File: src/rtl/intr_ctrl.sv
// Interrupt controller: per-source edge/level capture, fixed-priority arbitration
// (lowest index wins), and a three-state present/ack/service handshake with a CPU.
// Also holds a small register file: global enable, mask, vector base, pending.
module intr_ctrl #(
    parameter int unsigned          NUM_SRC         = 8,
    parameter logic [NUM_SRC-1:0]   EDGE_MASK       = '0,
    parameter int unsigned          VEC_STRIDE_LOG2 = 2
) (
    input  logic               clk,
    input  logic               reset,
    input  logic [NUM_SRC-1:0] src_req,
    input  logic               wr_en,
    input  logic [1:0]         addr,
    input  logic [31:0]        wr_data,
    output logic [31:0]        rd_data,
    output logic               irq,
    output logic [3:0]         irq_id,
    output logic [31:0]        irq_vec,
    input  logic               ack,
    input  logic               eoi
);

    localparam logic [1:0] StIdle    = 2'd0;
    localparam logic [1:0] StPresent = 2'd1;
    localparam logic [1:0] StService = 2'd2;

    localparam logic [1:0] AddrGlobalEn = 2'd0;
    localparam logic [1:0] AddrMask     = 2'd1;
    localparam logic [1:0] AddrVecBase  = 2'd2;
    localparam logic [1:0] AddrPending  = 2'd3;

    // Configuration registers
    logic               global_en_q, global_en_d;
    logic [NUM_SRC-1:0] mask_q, mask_d;
    logic [31:0]        vec_base_q, vec_base_d;

    // Capture state
    logic [NUM_SRC-1:0] pending_q, pending_d;
    logic [NUM_SRC-1:0] src_prev_q;

    // Handshake state
    logic [1:0]         state_q, state_d;
    logic [3:0]         irq_id_q, irq_id_d;

    // Derived signals
    logic [NUM_SRC-1:0] edge_det;
    logic [NUM_SRC-1:0] w1c_bits;
    logic [NUM_SRC-1:0] ack_clr;
    logic [NUM_SRC-1:0] edge_next;
    logic [NUM_SRC-1:0] eligible;
    logic               win_any;
    logic [3:0]         win_id;
    logic               cur_elig;
    logic               ack_take;
    logic [31:0]        vec_sum;

    // Register file next-state: writes land on the edge where wr_en is high
    always_comb begin
        global_en_d = global_en_q;
        mask_d      = mask_q;
        vec_base_d  = vec_base_q;
        if (wr_en) begin
            case (addr)
                AddrGlobalEn: global_en_d = wr_data[0];
                AddrMask:     mask_d      = wr_data[NUM_SRC-1:0];
                AddrVecBase:  vec_base_d  = wr_data;
                default:      ;
            endcase
        end
    end

    // Pending next-state: edge sources latch rises (set beats clear), level sources track src_req
    always_comb begin
        edge_det = src_req & ~src_prev_q;
        w1c_bits = (wr_en && (addr == AddrPending)) ? wr_data[NUM_SRC-1:0] : '0;
        ack_clr  = '0;
        for (int i = 0; i < NUM_SRC; i++) begin
            ack_clr[i] = ack_take && (irq_id_q == 4'(i));
        end
        edge_next = edge_det | (pending_q & ~(w1c_bits | ack_clr));
        pending_d = (EDGE_MASK & edge_next) | (~EDGE_MASK & src_req);
    end

    // Arbitration: lowest eligible index wins; also track whether the held id is still eligible
    always_comb begin
        eligible = pending_q & mask_q & {NUM_SRC{global_en_q}};
        win_any  = |eligible;
        win_id   = '0;
        for (int i = NUM_SRC - 1; i >= 0; i--) begin
            if (eligible[i]) begin
                win_id = 4'(i);
            end
        end
        cur_elig = 1'b0;
        for (int i = 0; i < NUM_SRC; i++) begin
            if ((irq_id_q == 4'(i)) && eligible[i]) begin
                cur_elig = 1'b1;
            end
        end
    end

    // Handshake FSM: IDLE -> PRESENT on any eligible source, ack -> SERVICE, eoi -> IDLE
    always_comb begin
        state_d  = state_q;
        irq_id_d = irq_id_q;
        ack_take = 1'b0;
        case (state_q)
            StIdle: begin
                if (win_any) begin
                    state_d  = StPresent;
                    irq_id_d = win_id;
                end
            end
            StPresent: begin
                // Losing eligibility withdraws the request even if ack arrives the same cycle
                if (!cur_elig) begin
                    state_d = StIdle;
                end else if (ack) begin
                    state_d  = StService;
                    ack_take = 1'b1;
                end
            end
            StService: begin
                if (eoi) begin
                    state_d = StIdle;
                end
            end
            default: state_d = StIdle;
        endcase
    end

    // Configuration register state
    always_ff @(posedge clk or negedge reset) begin
        if (!reset) begin
            global_en_q <= 1'b0;
            mask_q      <= '0;
            vec_base_q  <= '0;
        end else begin
            global_en_q <= global_en_d;
            mask_q      <= mask_d;
            vec_base_q  <= vec_base_d;
        end
    end

    // Capture state; history clears in reset so a level held through release reads as a new edge
    always_ff @(posedge clk or negedge reset) begin
        if (!reset) begin
            pending_q  <= '0;
            src_prev_q <= '0;
        end else begin
            pending_q  <= pending_d;
            src_prev_q <= src_req;
        end
    end

    // Handshake state
    always_ff @(posedge clk or negedge reset) begin
        if (!reset) begin
            state_q  <= StIdle;
            irq_id_q <= '0;
        end else begin
            state_q  <= state_d;
            irq_id_q <= irq_id_d;
        end
    end

    // Outputs: vector arithmetic wraps modulo 2^32; read data and vector forced to 0 in reset
    always_comb begin
        irq     = (state_q == StPresent);
        irq_id  = irq_id_q;
        vec_sum = vec_base_q + (32'(irq_id_q) << VEC_STRIDE_LOG2);
        irq_vec = reset ? vec_sum : 32'd0;
        rd_data = 32'd0;
        if (reset) begin
            case (addr)
                AddrGlobalEn: rd_data = {31'd0, global_en_q};
                AddrMask:     rd_data = 32'(mask_q);
                AddrVecBase:  rd_data = vec_base_q;
                AddrPending:  rd_data = 32'(pending_q);
                default:      rd_data = 32'd0;
            endcase
        end
    end

endmodule

File: config.mk
export PLATFORM = sky130hd
export DESIGN_NAME = intr_ctrl
export DESIGN_NICKNAME = d
export VERILOG_FILES = /design/src/rtl/intr_ctrl.sv
export SDC_FILE = /design/constraint.sdc
export NUM_CORES = 1
export LEC_CHECK = 0
export ABC_AREA = 1
export CORE_MARGIN = 4
export CORE_UTILIZATION = 47
export DETAILED_ROUTE_END_ITERATION = 10
export GPL_ROUTABILITY_DRIVEN = 0
export PLACE_DENSITY_LB_ADDON = 0.3
export SETUP_SLACK_MARGIN = 0.5
export SYNTH_ARGS = -nofsm -noshare
export SYNTH_HDL_FRONTEND = slang
export SYNTH_SLANG_ARGS = --single-unit
export TNS_END_PERCENT = 1
File: constraint.sdc
create_clock -name clk -period 2.35 [get_ports clk]
set_clock_uncertainty 0.1 [all_clocks]
set_input_delay 0.3525 -clock clk [delete_from_list [all_inputs] [get_ports clk]]
set_output_delay 0.3525 -clock clk [all_outputs]
set_load 0.02 [all_outputs]
# After elaboration in Yosys (flattened, before gate mapping)
# Index checks and enable logic that the tools add are counted.
[totals]
regBits = 55
[classes]
mux = 24
n_reduce_logical = 17
bitwise = 2
n_eq_ne = 15
addsub = 1
[op_table]
columns = ["op", "count"]
rows = [
  ["$pmux W32 S4", 1],
  ["$mux W32", 2],
  ["$add A32 B6 Y32", 1],
  ["$mux W4", 7],
  ["$and A8 B8 Y8", 2],
  ["$eq A4 B3 Y1 const B", 4],
  ["$eq A4 B2 Y1 const B", 2],
  ["$logic_and A1 B1 Y1", 8],
  ["$mux W1", 8],
  ["$mux W2", 4],
  ["$reduce_and A2 Y1", 4],
  ["$reduce_or A8 Y1", 1],
  ["$eq A2 B2 Y1 const B", 3],
  ["$pmux W2 S3", 1],
  ["$eq A2 B1 Y1 const B", 2],
  ["$eq A4 B1 Y1 const B", 1],
  ["$logic_not A2 Y1", 2],
  ["$logic_not A4 Y1", 1],
  ["$ne A2 B2 Y1 const B", 2],
  ["$mux W3", 1],
  ["$ne A3 B3 Y1 const B", 1],
  ["$reduce_and A3 Y1", 1],
]

# Depth between registers and ports, before layout
[logic_depth]
word_depth = 13
mapped_depth = 11
mapped_depth_nobuf = 11

# Least setup slack after synthesis
# OpenSTA, ideal clock, no wires.
[synth_timing]
path_type = "register to output"
from = "reg irq_id_q[0] (netlist: irq_id[0])"
to = "out irq_vec[16]"
slack_ns = -0.069
path_stages_with_launch = 10
arrival_time_ns = 1.966
cell_sequence = "dfrtp_1 ha_1 fa_1 nand2_1 a21oi_2 nand2_2 nor2_2 nand2_1 xor2_1 nor2_1"
[synth_between]
elab_chain_len = 2
[synth_rtl]
columns = ["item", "line", "rtl"]
rows = [
  ["from (decl)", "43", "logic [3:0] irq_id_q, irq_id_d;"],
  ["from (signal assigned)", "163", "irq_id_q <= irq_id_d;"],
  ["$add A32 B6 Y32", "171", "vec_sum = vec_base_q + (32'(irq_id_q) << VEC_STRIDE_LOG2);"],
  ["$mux W32", "172", "irq_vec = reset ? vec_sum : 32'd0;"],
  ["to (decl)", "18", "output logic [31:0] irq_vec,"],
]
# No other way between the ends.

# Worst setup path in the final report
[layout_timing]
from = "reg vec_base_q[2]"
to = "out irq_vec[16]"
[layout_between]
elab_chain_len = 2
[layout_rtl]
columns = ["item", "line", "rtl"]
rows = [
  ["from (decl)", "35", "logic [31:0] vec_base_q, vec_base_d;"],
  ["from (signal assigned)", "141", "vec_base_q <= vec_base_d;"],
  ["$add A32 B6 Y32", "171", ""],
  ["$mux W32", "172", ""],
]
# No other way between the ends.

==> flow_summary.toml <==
[run_status]
status = "finished, violations left"
violations = "setup timing"

[routing]
ant_nets = 0
drt_first_pass_iters = 6
viasPerCell = 5.35
drtIter0Drc = 490
drcViolationCount = 0
wl_um = 12500
num_vias = 4335
drt-wirelength-per-cell_um = 15.5

[power_and_ir_drop]
p_per_area_nw_per_um2 = 655
ir_drop_v = 0.000521
p_leak_nw = 2.84

[placed_design]
hpwl_um = 9230
placed_cells = 798
dpl_worst_slack_ns = -0.417
place_area_um2 = 5200
io_buffers = 114

[grt]
grt_overflow = 0
antenna_found_initial = 0
grt_use_total = 0.278
grt_pass1_wl_um = 19800
first_global_vias = 4199
grt_max_degree = 40

[timing]
drv_slew = 0
max-slew-margin-rel = 0.516
setup_viol = 28
hold_viol_final = 0
setup_tns_ns = -5.31
min_period_ns = 2.62
final.period_utilization = 1.11
final.setup.worst_slack_ns = -0.270
grt_setup_unrepaired = "yes"
tightest_slew_ns = 0.724
fmax_mhz = 382

[die]
start_util = 0.485
die_w_um = 94.7
coreArea_um2 = 7290
die_area_um2 = 8970
top_level_ports = 116
rows = 31
die_h_um = 94.7

[synth]
syn_inst = 551
ys_warn_count = 0
synth_cell_types = 32
ys_seq_area_frac = 0.382
syn_area_um2 = 3540
syn_avg_cell_area_um2 = 6.42
synth_nets = 602
ys_ff_latch = 54

[cts]
cts-htree-levels = 2
clkTransAtPathRegs_ns = 0.10
clock_path_buffers = 2
worstSkewPairLatency_ns = 0.31
numCtsBuffers = 5
clock_sinks = 54
cts-root-buf = "clkbuf_8"
cts_tree = "built"

[cells_and_area]
fin_nets = 761
final_area_um2 = 5350
drive_above_1_share = 0.278
mostFrequentLayoutCell = "nand2_1"
stdcell_count = 810
antenna_cells = 0
syn2layout_area_growth_pct = 51.3
fin_util = 0.734
mostFrequentLayoutCells = "nand2_1 (148), buf_4 (86), nor2_1 (85)"

[setup_path]
crit_type = "reg2out"
critPathArrivalTime_ns = 2.17
crit_chain = "ha_4 -> fa_2 -> nand2_4 -> a21oi_4 -> nand2_4 -> nor2_4 -> nand2_1 -> xor2_1 -> nor2_2 -> buf_4"
critPathRequiredTime_ns = 1.90
critical_path_buf_inv_count = 1
start_kind = "flip-flop"
crit_path_frequent_cell = "nand2_4"
cp-end-kind = "output pin"
slowest_stage = "dfrtp_1"
critPathMaxFanout = 4
crit_family = "simple AND/OR/NAND/NOR gates"
slowest_delay_ns = 0.40

[flow_run]
maxCapViolCount = 0

[hold_path]
hp-class = "in2async"
[final cells by class]
class / count / area, µm²
multi-input combinational: 403 / 2030
fill: 614 / 1940
timing repair buffer: 167 / 1450
sequential: 54 / 1360
inverter: 79 / 303
tap: 99 / 124
clock buffer: 5 / 68.8
clock inverter: 3 / 21.3
[report_power, final]
group	total, mW	internal (mW)	leakage (nW)	switching (mW)
clock	0.526	0.210	0.0441	0.315
combinational	1.73	0.719	2.17	1.01
sequential	1.25	1.09	0.622	0.164
total	3.50	2.02	2.84	1.49
[worst reg2reg max path, delay by kind of cell (launching register included)]
kind / cells / cell delay (ns)
DFF: 1 / 0.51
and+or+nand+nor: 6 / 0.67
buffers and inverters: 1 / 0.09
AOI/OAI and AO/OA: 1 / 0.23
[flip-flops by register name, summed over array words and instances, names as in the netlist]
| signal | flops |
|---|---|
| vec_base_q | 32 |
| mask_q | 8 |
| pending_q | 8 |
| irq_id | 3 |
| state_q | 2 |
| global_en_q | 1 |
[routing by layer]
metal	vias up	global-route usage	part of all wire
met4	0	0.0841	0.033
li1	2024	-	-
met5	-	0	0
met3	48	0.0550	0.11
met2	294	0.456	0.46
met1	1969	0.372	0.40
[cell families after synthesis]
family                     Yosys count  synth area share
and+or+nand+nor                    320             0.367
buffers and inverters               94             0.103
AOI/OAI and AO/OA                   69             0.108
DFF                                 54             0.382
xor gates and xnor gates             9            0.0223
adders and majority gates            4            0.0163
other                                1           0.00106
[synthesized netlist by cell type]
master    count  area (µm²)
a21boi_0      1        7.51
a21oi_1      32         160
a21oi_2       1        8.76
a311oi_1      1        8.76
a31o_2        1        8.76
and2_4        1        8.76
buf_1         1        3.75
buf_2         7        35.0
buf_4         1        7.51
clkbuf_1      6        22.5
conb_1        1        3.75
dfrtp_1      54        1350
fa_1          1        20.0
ha_1          3        37.5
inv_1        67         251
inv_2        12        45.0
nand2_1     154         578
nand2_2       4        25.0
nand3_1      33         165
nand3b_1      3        22.5
nand4_1       2        12.5
nor2_1      110         413
nor2_2        1        6.26
nor3_1       11        55.1
nor3_2        1        10.0
o211ai_1      2        15.0
o21ai_0       6        30.0
o21ai_1      22         110
o21ai_2       1        8.76
o21ai_4       1        16.3
o221ai_1      1        8.76
xor2_1        9        78.8
[per-stage QoR]
| stage | hold slack [ns] | total power, mW |
|---|---|---|
| 2_1_floorplan | -0.0431 | 2.12 |
| 3_3_place_gp | 0.213 | 2.84 |
| 3_5_place_dp | 0.216 | 2.90 |
| 4_1_cts | 0.102 | 3.40 |
| 5_1_grt | 0.129 | 3.72 |
| 6_report | 0.0983 | 3.50 |
[final timing paths]
path | start | endpoint | slack [ns] | cells past startpoint
worst max-delay path | vec_base_q[2]$_DFFE_PN0P_ | irq_vec[16] | -0.27 | 10
worst min-delay path | reset | mask_q[5]$_DFFE_PN0P_ | 0.1 | 3
worst max register to register | global_en_q$_DFFE_PN0P_ | irq_id[0]$_DFFE_PN0P_ | 0.66 | 8
worst min register to register | mask_q[5]$_DFFE_PN0P_ | mask_q[5]$_DFFE_PN0P_ | 0.43 | 2
max in group asynchronous | reset | vec_base_q[3]$_DFFE_PN0P_ | 0.93 | 3
min in group clk | src_req[7] | pending_q[7]$_DFF_PN0_ | 0.37 | 1
[what timing repair did]
item                                   4_1_cts  5_1_grt
gates cloned                                 0        0
gates resized for setup                    321       43
hold buffers                                 2        0
endpoints found under the hold margin       20        0
buffers inserted                             0        2
setup endpoints to repair                   68       62
pin swaps                                    8       16
Power figures use the tool's default switching activity.
